File: src/rtl/ext_bus_sched_if.sv
// CPU port, DMA burst port and peripheral bus of the external-bus scheduler.
// slave = scheduler side, master = CPU/DMA/peripheral side.
interface ext_bus_sched_if #(
  parameter int LEN_W = 9
);
  logic [31:0]      cpu_addr;
  logic             cpu_re;
  logic             cpu_we;
  logic [31:0]      cpu_wdata;
  logic [31:0]      cpu_rdata;
  logic             dma_start;
  logic             dma_wr;
  logic [31:0]      dma_base;
  logic [LEN_W-1:0] dma_len;
  logic [31:0]      dma_wdata;
  logic             dma_wdata_pop;
  logic [31:0]      dma_rdata;
  logic             dma_rvalid;
  logic             dma_busy;
  logic             dma_done;
  logic             dma_starved;
  logic [31:0]      bus_addr;
  logic             bus_re;
  logic             bus_we;
  logic [31:0]      bus_wdata;
  logic [31:0]      bus_rdata;

  modport slave (
    input  cpu_addr, cpu_re, cpu_we, cpu_wdata,
    input  dma_start, dma_wr, dma_base, dma_len, dma_wdata,
    input  bus_rdata,
    output cpu_rdata, dma_wdata_pop, dma_rdata, dma_rvalid,
    output dma_busy, dma_done, dma_starved,
    output bus_addr, bus_re, bus_we, bus_wdata
  );

  modport master (
    output cpu_addr, cpu_re, cpu_we, cpu_wdata,
    output dma_start, dma_wr, dma_base, dma_len, dma_wdata,
    output bus_rdata,
    input  cpu_rdata, dma_wdata_pop, dma_rdata, dma_rvalid,
    input  dma_busy, dma_done, dma_starved,
    input  bus_addr, bus_re, bus_we, bus_wdata
  );
endinterface

File: src/rtl/ext_bus_sched.sv
// Shares the external bus between the CPU (absolute priority, zero-latency combinational path)
// and a burst DMA; DMA beats fill CPU-free cycles, read beats return one cycle later, the CPU never stalls.
module ext_bus_sched #(
  parameter int LEN_W        = 9,
  parameter int STARVE_LIMIT = 64
) (
  input logic              clk,
  input logic              rst_n,
  ext_bus_sched_if.slave   bus_if
);
  localparam int SW = $clog2(STARVE_LIMIT + 1);
  localparam logic [SW-1:0]    STARVE_MAX = SW'(STARVE_LIMIT);
  localparam logic [LEN_W-1:0] LEN_ONE    = LEN_W'(1);

  typedef enum logic {IDLE, BURST} state_e;

  state_e           state_q, state_d;
  logic [31:0]      base_q, base_d;
  logic [LEN_W-1:0] len_q, len_d;
  logic [LEN_W-1:0] idx_q, idx_d;
  logic             dir_q, dir_d;
  logic [SW-1:0]    starve_q, starve_d;
  logic             done_q, done_d;
  logic             rvalid_q, rvalid_d;
  logic [31:0]      rdata_q, rdata_d;

  logic cpu_ext;
  logic beat;
  logic last_beat;

  assign cpu_ext   = (|bus_if.cpu_addr[31:13]) & (bus_if.cpu_re | bus_if.cpu_we);
  assign beat      = (state_q == BURST) & ~cpu_ext;
  assign last_beat = beat & (idx_q == len_q - LEN_ONE);

  always_ff @(posedge clk or negedge rst_n) begin
    if (!rst_n) begin
      state_q  <= IDLE;
      base_q   <= '0;
      len_q    <= '0;
      idx_q    <= '0;
      dir_q    <= 1'b0;
      starve_q <= '0;
      done_q   <= 1'b0;
      rvalid_q <= 1'b0;
      rdata_q  <= '0;
    end else begin
      state_q  <= state_d;
      base_q   <= base_d;
      len_q    <= len_d;
      idx_q    <= idx_d;
      dir_q    <= dir_d;
      starve_q <= starve_d;
      done_q   <= done_d;
      rvalid_q <= rvalid_d;
      rdata_q  <= rdata_d;
    end
  end

  always_comb begin
    state_d  = state_q;
    base_d   = base_q;
    len_d    = len_q;
    idx_d    = idx_q;
    dir_d    = dir_q;
    starve_d = starve_q;
    done_d   = 1'b0;
    rvalid_d = 1'b0;
    rdata_d  = rdata_q;
    case (state_q)
      IDLE: begin
        if (bus_if.dma_start) begin
          base_d   = bus_if.dma_base;
          len_d    = bus_if.dma_len;
          dir_d    = bus_if.dma_wr;
          idx_d    = '0;
          starve_d = '0;
          // A zero-length burst completes without ever entering BURST.
          if (bus_if.dma_len == '0) begin
            done_d = 1'b1;
          end else begin
            state_d = BURST;
          end
        end
      end
      BURST: begin
        if (cpu_ext) begin
          if (starve_q != STARVE_MAX) begin
            starve_d = starve_q + 1'b1;
          end
        end else begin
          idx_d    = idx_q + LEN_ONE;
          starve_d = '0;
          if (!dir_q) begin
            rvalid_d = 1'b1;
            rdata_d  = bus_if.bus_rdata;
          end
          if (last_beat) begin
            state_d = IDLE;
            done_d  = 1'b1;
          end
        end
      end
      default: state_d = IDLE;
    endcase
  end

  always_comb begin
    bus_if.bus_addr      = '0;
    bus_if.bus_re        = 1'b0;
    bus_if.bus_we        = 1'b0;
    bus_if.bus_wdata     = '0;
    bus_if.cpu_rdata     = 32'h0000_DEAD;
    bus_if.dma_wdata_pop = 1'b0;
    if (cpu_ext) begin
      bus_if.bus_addr  = bus_if.cpu_addr;
      bus_if.bus_re    = bus_if.cpu_re;
      bus_if.bus_we    = bus_if.cpu_we;
      bus_if.bus_wdata = bus_if.cpu_wdata;
      bus_if.cpu_rdata = bus_if.bus_rdata;
    end else if (beat) begin
      bus_if.bus_addr = base_q + {{(32-LEN_W){1'b0}}, idx_q};
      bus_if.bus_re   = ~dir_q;
      bus_if.bus_we   = dir_q;
      if (dir_q) begin
        bus_if.bus_wdata     = bus_if.dma_wdata;
        bus_if.dma_wdata_pop = 1'b1;
      end
    end
  end

  assign bus_if.dma_busy    = (state_q == BURST);
  assign bus_if.dma_done    = done_q;
  assign bus_if.dma_rvalid  = rvalid_q;
  assign bus_if.dma_rdata   = rdata_q;
  assign bus_if.dma_starved = (starve_q == STARVE_MAX);
endmodule

File: src/flat_wrapper.sv
// flat-port wrapper written by rule: the top's interface ports become plain ports
module ext_bus_sched_flat 
#(
  parameter int LEN_W        = 9,
  parameter int STARVE_LIMIT = 64
)
  (clk, rst_n, bus_if_cpu_addr, bus_if_cpu_re, bus_if_cpu_we, bus_if_cpu_wdata, bus_if_dma_start, bus_if_dma_wr, bus_if_dma_base, bus_if_dma_len, bus_if_dma_wdata, bus_if_bus_rdata, bus_if_cpu_rdata, bus_if_dma_wdata_pop, bus_if_dma_rdata, bus_if_dma_rvalid, bus_if_dma_busy, bus_if_dma_done, bus_if_dma_starved, bus_if_bus_addr, bus_if_bus_re, bus_if_bus_we, bus_if_bus_wdata);
  ext_bus_sched_if #(.LEN_W(LEN_W)) bus_if_i ();
  input logic clk;
  input logic rst_n;
  input wire logic [$bits(bus_if_i.cpu_addr)-1:0] bus_if_cpu_addr;
  input wire logic [$bits(bus_if_i.cpu_re)-1:0] bus_if_cpu_re;
  input wire logic [$bits(bus_if_i.cpu_we)-1:0] bus_if_cpu_we;
  input wire logic [$bits(bus_if_i.cpu_wdata)-1:0] bus_if_cpu_wdata;
  input wire logic [$bits(bus_if_i.dma_start)-1:0] bus_if_dma_start;
  input wire logic [$bits(bus_if_i.dma_wr)-1:0] bus_if_dma_wr;
  input wire logic [$bits(bus_if_i.dma_base)-1:0] bus_if_dma_base;
  input wire logic [$bits(bus_if_i.dma_len)-1:0] bus_if_dma_len;
  input wire logic [$bits(bus_if_i.dma_wdata)-1:0] bus_if_dma_wdata;
  input wire logic [$bits(bus_if_i.bus_rdata)-1:0] bus_if_bus_rdata;
  output wire logic [$bits(bus_if_i.cpu_rdata)-1:0] bus_if_cpu_rdata;
  output wire logic [$bits(bus_if_i.dma_wdata_pop)-1:0] bus_if_dma_wdata_pop;
  output wire logic [$bits(bus_if_i.dma_rdata)-1:0] bus_if_dma_rdata;
  output wire logic [$bits(bus_if_i.dma_rvalid)-1:0] bus_if_dma_rvalid;
  output wire logic [$bits(bus_if_i.dma_busy)-1:0] bus_if_dma_busy;
  output wire logic [$bits(bus_if_i.dma_done)-1:0] bus_if_dma_done;
  output wire logic [$bits(bus_if_i.dma_starved)-1:0] bus_if_dma_starved;
  output wire logic [$bits(bus_if_i.bus_addr)-1:0] bus_if_bus_addr;
  output wire logic [$bits(bus_if_i.bus_re)-1:0] bus_if_bus_re;
  output wire logic [$bits(bus_if_i.bus_we)-1:0] bus_if_bus_we;
  output wire logic [$bits(bus_if_i.bus_wdata)-1:0] bus_if_bus_wdata;
  assign bus_if_i.cpu_addr = bus_if_cpu_addr;
  assign bus_if_i.cpu_re = bus_if_cpu_re;
  assign bus_if_i.cpu_we = bus_if_cpu_we;
  assign bus_if_i.cpu_wdata = bus_if_cpu_wdata;
  assign bus_if_i.dma_start = bus_if_dma_start;
  assign bus_if_i.dma_wr = bus_if_dma_wr;
  assign bus_if_i.dma_base = bus_if_dma_base;
  assign bus_if_i.dma_len = bus_if_dma_len;
  assign bus_if_i.dma_wdata = bus_if_dma_wdata;
  assign bus_if_i.bus_rdata = bus_if_bus_rdata;
  assign bus_if_cpu_rdata = bus_if_i.cpu_rdata;
  assign bus_if_dma_wdata_pop = bus_if_i.dma_wdata_pop;
  assign bus_if_dma_rdata = bus_if_i.dma_rdata;
  assign bus_if_dma_rvalid = bus_if_i.dma_rvalid;
  assign bus_if_dma_busy = bus_if_i.dma_busy;
  assign bus_if_dma_done = bus_if_i.dma_done;
  assign bus_if_dma_starved = bus_if_i.dma_starved;
  assign bus_if_bus_addr = bus_if_i.bus_addr;
  assign bus_if_bus_re = bus_if_i.bus_re;
  assign bus_if_bus_we = bus_if_i.bus_we;
  assign bus_if_bus_wdata = bus_if_i.bus_wdata;
  ext_bus_sched #(.LEN_W(LEN_W), .STARVE_LIMIT(STARVE_LIMIT)) u_core (.clk(clk), .rst_n(rst_n), .bus_if(bus_if_i));
endmodule
File: config.mk
export PLATFORM = sky130hd
export DESIGN_NAME = ext_bus_sched_flat
export DESIGN_NICKNAME = d
export VERILOG_FILES = /design/src/rtl/ext_bus_sched_if.sv /design/src/rtl/ext_bus_sched.sv /design/src/flat_wrapper.sv
export SDC_FILE = /design/constraint.sdc
export NUM_CORES = 1
export LEC_CHECK = 0
export CAP_MARGIN = 15
export CORE_UTILIZATION = 35
export CTS_BUF_LIST = sky130_fd_sc_hd__clkbuf_8
export CTS_CLUSTER_DIAMETER = 80
export CTS_CLUSTER_SIZE = 40
export DETAILED_ROUTE_END_ITERATION = 10
export GPL_ROUTABILITY_DRIVEN = 0
export PLACE_DENSITY_LB_ADDON = 0.12
export SKIP_CTS_REPAIR_TIMING = 1
export SYNTH_ARGS = -nofsm -noshare
export SYNTH_HDL_FRONTEND = slang
export SYNTH_SLANG_ARGS = --single-unit
File: constraint.sdc
create_clock -name clk -period 3.46 [get_ports clk]
set_input_delay 0.346 -clock clk [delete_from_list [all_inputs] [get_ports clk]]
set_output_delay 0.346 -clock clk [all_outputs]
set_load 0.01 [all_outputs]
Yosys cells after proc, flatten, opt, wreduce, memory -nomap -nowiden
Index checks and enable logic that the tools add are counted.
{ "totals": {"ff_bits": 93, "latch_bits": 0, "mem_bits_rw": 0, "rom_bits": 0, "in_bits": 175, "output_inout_bits": 135, "mem_count": 0} }
{ "op_classes": {"n_addsub": 4, "n_mul": 0, "div": 0, "n_lt_le_gt_ge": 0, "n_eq_ne": 6, "shifts": 0, "muxes": 33, "bitwise": 7, "reduce_logical": 6} }
{ "ops": {"columns": ["operator", "count"], "rows": [
  ["32-bit two-way mux", 6],
  ["32-bit by 9-bit adder with 32-bit output", 1],
  ["7-bit two-way mux", 3],
  ["19-bit OR reduction", 1],
  ["1-bit two-way mux", 18],
  ["9-bit two-way mux", 2],
  ["9-bit one-hot mux with 2 select lines", 1],
  ["7-bit one-hot mux with 2 select lines", 1],
  ["9-bit by 1-bit adder with 9-bit output (second input constant)", 1],
  ["9-bit == test", 1],
  ["9-bit logical NOT", 1],
  ["9-bit by 1-bit subtractor with 9-bit output (second input constant)", 1],
  ["7-bit by 1-bit adder with 7-bit output (second input constant)", 1],
  ["7-bit == test (second input constant)", 1],
  ["7-bit != test (second input constant)", 1],
  ["2-bit AND reduction", 3],
  ["2-bit != test (second input constant)", 2],
  ["1-bit one-hot mux with 2 select lines", 2],
  ["1-bit AND", 3],
  ["3-bit != test (second input constant)", 1],
  ["1-bit inverter", 3],
  ["3-bit AND reduction", 1],
  ["1-bit OR", 1]
]} }

Longest topological paths before layout
{ "depth": {"ltp_word": 8, "ltp_mapped": 10, "ltp_nobuf": 9} }

Least setup slack after synthesis
OpenSTA, ideal clock, no wires.
{ "synth_path": {"path_type": "flip-flop to output port", "start": "register u_core.idx_q[0]", "end": "output bus_if_bus_addr[12]", "arrival_time_ns": 2.426, "required_ns": 3.114, "setup_slack_ns": 0.688, "path_stages_with_launch": 11, "path_buffers": 1, "cell_sequence": "dfrtp_1 > ha_1 > inv_1 > fa_1 > nor2b_1 > o2111ai_1 > a311oi_1 > buf_2 > o21ai_0 > xor2_1 > o31ai_1"} }
{ "synth_via": {"elab_chain_len": 3} }
{ "synth_lines": {"columns": ["item", "line_no", "rtl"], "rows": [
  ["start: declaration", "ext_bus_sched.sv:20", "logic [LEN_W-1:0] idx_q, idx_d;"],
  ["start signal: assignment", "ext_bus_sched.sv:50", "idx_q <= idx_d;"],
  ["32-bit by 9-bit adder with 32-bit output", "ext_bus_sched.sv:121", "bus_if.bus_addr = base_q + {{(32-LEN_W){1'b0}}, idx_q};"],
  ["32-bit two-way mux", "ext_bus_sched.sv:120", "end else if (beat) begin"],
  ["32-bit two-way mux", "ext_bus_sched.sv:114", "if (cpu_ext) begin"],
  ["end: declaration", "flat_wrapper.sv:28", "output wire logic [$bits(bus_if_i.bus_addr)-1:0] bus_if_bus_addr;"]
]} }
No other way between the ends.

Final worst setup path
{ "layout_path": {"start": "register u_core.idx_q[4]", "end": "output bus_if_bus_addr[7]"} }
The elaborated chain is that of the path after synthesis.

==> key figures <==
CTS
  • Reg clk slew, reported paths: 100 ps
  • CTS Buf Count: 9
  • CTS max path bufs: 2
  • CTS tree: yes
  • Sink Count: 93
  • Worst-skew pair later-pin latency: 380 ps
  • H-tree depth: 3
  • Root buffer cell: clkbuf_8

Die
  • DIE HEIGHT: 130.8 µm
  • # IOs: 310
  • Rows: 46
  • Starting Density: 0.3613
  • Core ar.: 0.01606 mm²
  • Die area: 0.01710 mm²
  • Die W: 130.8 µm

Yosys
  • Syn Nets: 862
  • Distinct cells, synth: 47
  • Multiplexer share of the synthesized area: 0.06383
  • Syn Inst Count: 673
  • Seq/Total Area, Yosys: 0.4011
  • Post-synth EDFFs: 0
  • Synthesized flop and latch total: 93
  • Main combinational cell family by area after synthesis: simple AND/OR/NAND/NOR gates
  • Prevailing post-synth register cell: dfrtp_1
  • Total number of yosys warnings: 0
  • Yosys top cell by area: dfrtp_1
  • Asr flop ratio synth: 1.000
  • Post-Synth XOR/XNOR Area: 0.04982
  • Synth area leaders: dfrtp_1 (40%), nand2_1 (11%), mux2_2 (6.2%)
  • Cell area after synthesis: 0.005802 mm²
  • Syn Area/Cell: 8.621 µm²
  • Simple-Gate Fraction of Synth Area: 0.2433
  • Synth top area share: 0.4011
  • Adder-Cell Fraction of Synth Area: 0.03149
  • Synth Area in Compound Gates: 0.1717

GRT
  • GRT Total Usage: 0.2504
  • Met1 Use GR: 0.3202
  • Number of global-route vias before repair: 5561
  • Pin count of the biggest net entering global routing: 52
  • Antenna violations before repair: 2
  • GRT overflow: 0
  • First-pass GRT wire length: 31.25 mm
  • GRT Max-Usage Layer: met2
  • Grt met3 use: 0.05212
  • M2 GR Usage: 0.4255

Setup path
  • WP data arrival: 2980 ps
  • Crit path max fanout: 6
  • Worst setup SP type: register
  • WP data required: 3110 ps
  • Worst r2r path cells: 8
  • Crit path kind: reg -> out
  • CP endpoint kind: primary output

Worst hold path
  • Hold Path Stages: 3
  • Hold crit path type: in -> reg

Placement
  • Detail Placement HPWL: 17.38 mm
  • Number of port buffers: 309
  • Placed Area: 0.009209 mm²

STA
  • Crit share post-route: 0.9610
  • Slew HR: 0.4515
  • Endpoints failing setup: 0
  • Worst-margin pin slew: 820.7 ps
  • Setup Skew: 16.75 ps
  • Final hold violation count: 0
  • Count of final max-slew check failures: 0
  • Final min period: 3325 ps
  • Max Clk Rate: 300.8 MHz

Routing
  • Via count: 6091
  • Overall routed net length: 22.32 mm
  • Drt pass-1 iters: 4
  • Iteration-0 DRC count of the detailed router: 286
  • Vias per cell: 5.072
  • DRC: 0
  • Routed len/inst: 18.59 µm
  • Detail Route Antenna Nets: 0

Flow run
  • Maxcap violations: 0

Final layout
  • Fraction of layout cells with a size suffix above 1: 0.08850
  • Final non-filler cell area: 0.009500 mm²
  • Filler cells: 1478
  • Area Overhead vs Synth: 63.75%
  • Nets@finish: 1168

Power and ir drop
  • Static Leak: 4.249 nW
  • Worst VDD drop: 0.2617 mV
  • Pwr/cell area: 521.9 mW/mm²
  • Tot Pwr: 4.959 mW

Outcome
  • Status: finished clean
## synth_stat cells, types with 3 or more instances
cell / instances
clkbuf_1: 25
nor3_1: 4
inv_1: 13
nand2_1: 173
nand3_1: 9
xnor2_1: 4
o2111ai_1: 11
ha_1: 13
a21oi_1: 9
o211ai_1: 13
o21a_1: 3
nand4_1: 5
o21ai_0: 55
and2_1: 5
buf_2: 12
a21o_1: 4
nand2b_1: 15
xor2_1: 29
nor2b_1: 6
o31ai_1: 9
dfrtp_1: 93
and3_1: 34
and4_1: 3
a31oi_1: 3
mux2_2: 32
a22o_1: 32
nor4_1: 7
nor2_1: 22
nand4b_1: 3
## worst paths after layout
path | to | start | slack, ps
setup / recovery | bus_if_bus_addr[7] | u_core.idx_q[4] | 140
hold / removal | u_core.base_q[10] | bus_if_dma_base[10] | 480
setup reg to reg | u_core.bus_if.dma_rdata[19] | u_core.bus_if.dma_busy | 1180
hold reg to reg | u_core.base_q[5] | u_core.base_q[5] | 490
max in group asynchronous | u_core.bus_if.dma_rdata[29] | rst_n | 2080
min in group asynchronous | u_core.bus_if.dma_busy | rst_n | 510
## cell type report
class | count | area (µm²) | area share
Antenna cell | 2 | 5.005 | 0.0005268
Multi-Input combinational cell | 526 | 3288 | 0.3461
Inverter | 13 | 48.80 | 0.005136
Sequential cell | 93 | 2330 | 0.2452
Tap cell | 216 | 270.3 | 0.02845
Clock buffer | 11 | 151.4 | 0.01594
Clock inverter | 4 | 48.80 | 0.005136
Timing Repair Buffer | 336 | 3358 | 0.3535
## worst max-delay path, stage by stage (launching register included)
cell,delay (ps)
dfrtp_2,460
ha_2,340
a21o_1,200
a31oi_2,220
a21boi_0,160
o21a_1,200
or3_1,300
a32o_1,250
clkdlybuf4s50_1,470
## logic make-up after synthesis
family / after synthesis
multiplexers: 33
AO/OA/AOI/OAI: 146
buffers and inverters: 54
XOR/XNOR: 33
flip-flops: 93
adder cells (fa/ha/maj): 14
AND/OR/NAND/NOR: 300
## flip-flops by register name, indices dropped and copies added, names as in the netlist
register / cells
u_core.bus_if.dma_busy: 1
u_core.bus_if.dma_rvalid: 1
u_core.idx_q: 9
u_core.base_q: 32
u_core.bus_if.dma_done: 1
u_core.dir_q: 1
u_core.len_q: 9
u_core.starve_q: 7
u_core.bus_if.dma_rdata: 32
## layer usage
layer	share of wire	routed length, µm
met5	0	0
met4	0.010	227
met3	0.065	1452
met2	0.50	11090
met1	0.43	9554
## power by group
group          total (mW)  leakage [nW]  internal (mW)  switching [mW]
Sequential           1.90          1.15           1.52           0.377
Combinational        2.30          3.00           1.29            1.01
Clock               0.765        0.0989          0.368           0.397
Total                4.96          4.25           3.17            1.78
## layout by cell type, fill, tap and decap left out, types with 3 or more instances in the layout
cell type        synthesis  routed
nand4b_1                 3       3
xnor2_1                  4       4
buf_4                    2      25
inv_1                   13      14
o211ai_1                13      13
and2_1                   5       4
o31ai_1                  9       9
ha_1                    13      12
o21a_1                   3       3
clkbuf_8                 0      11
mux2_2                  32      32
nand2b_1                15      15
o2111ai_1               11      10
nor2_1                  22      22
nor3_1                   4       4
nand2_1                173     173
a21oi_1                  9       7
a21o_1                   4       4
nor2b_1                  6       4
clkdlybuf4s50_1          0     290
o21ai_0                 55      53
nand3_1                  9       9
nand4_1                  5       5
and4_1                   3       3
dfrtp_1                 93      91
xor2_1                  29      29
nor4_1                   7       7
and3_1                  34      34
a22o_1                  32      32
dlymetal6s2s_1           0      17
## through the flow
step           setup WS (ps)    util  TNS (ps)  instances  hold WS, ps
2_1_floorplan          687.5       -         0        673        50.41
3_3_place_gp           193.3  0.5735         0       1181        386.0
3_5_place_dp           211.7  0.5735         0       1181        391.5
4_1_cts               -203.2  0.5859     -1451       1196       -29.39
5_1_grt               -32.93  0.5915    -91.46       1200        484.3
6_report               135.1  0.5916         0       1201        481.3
Note: power is estimated with default switching activity, not from simulation.
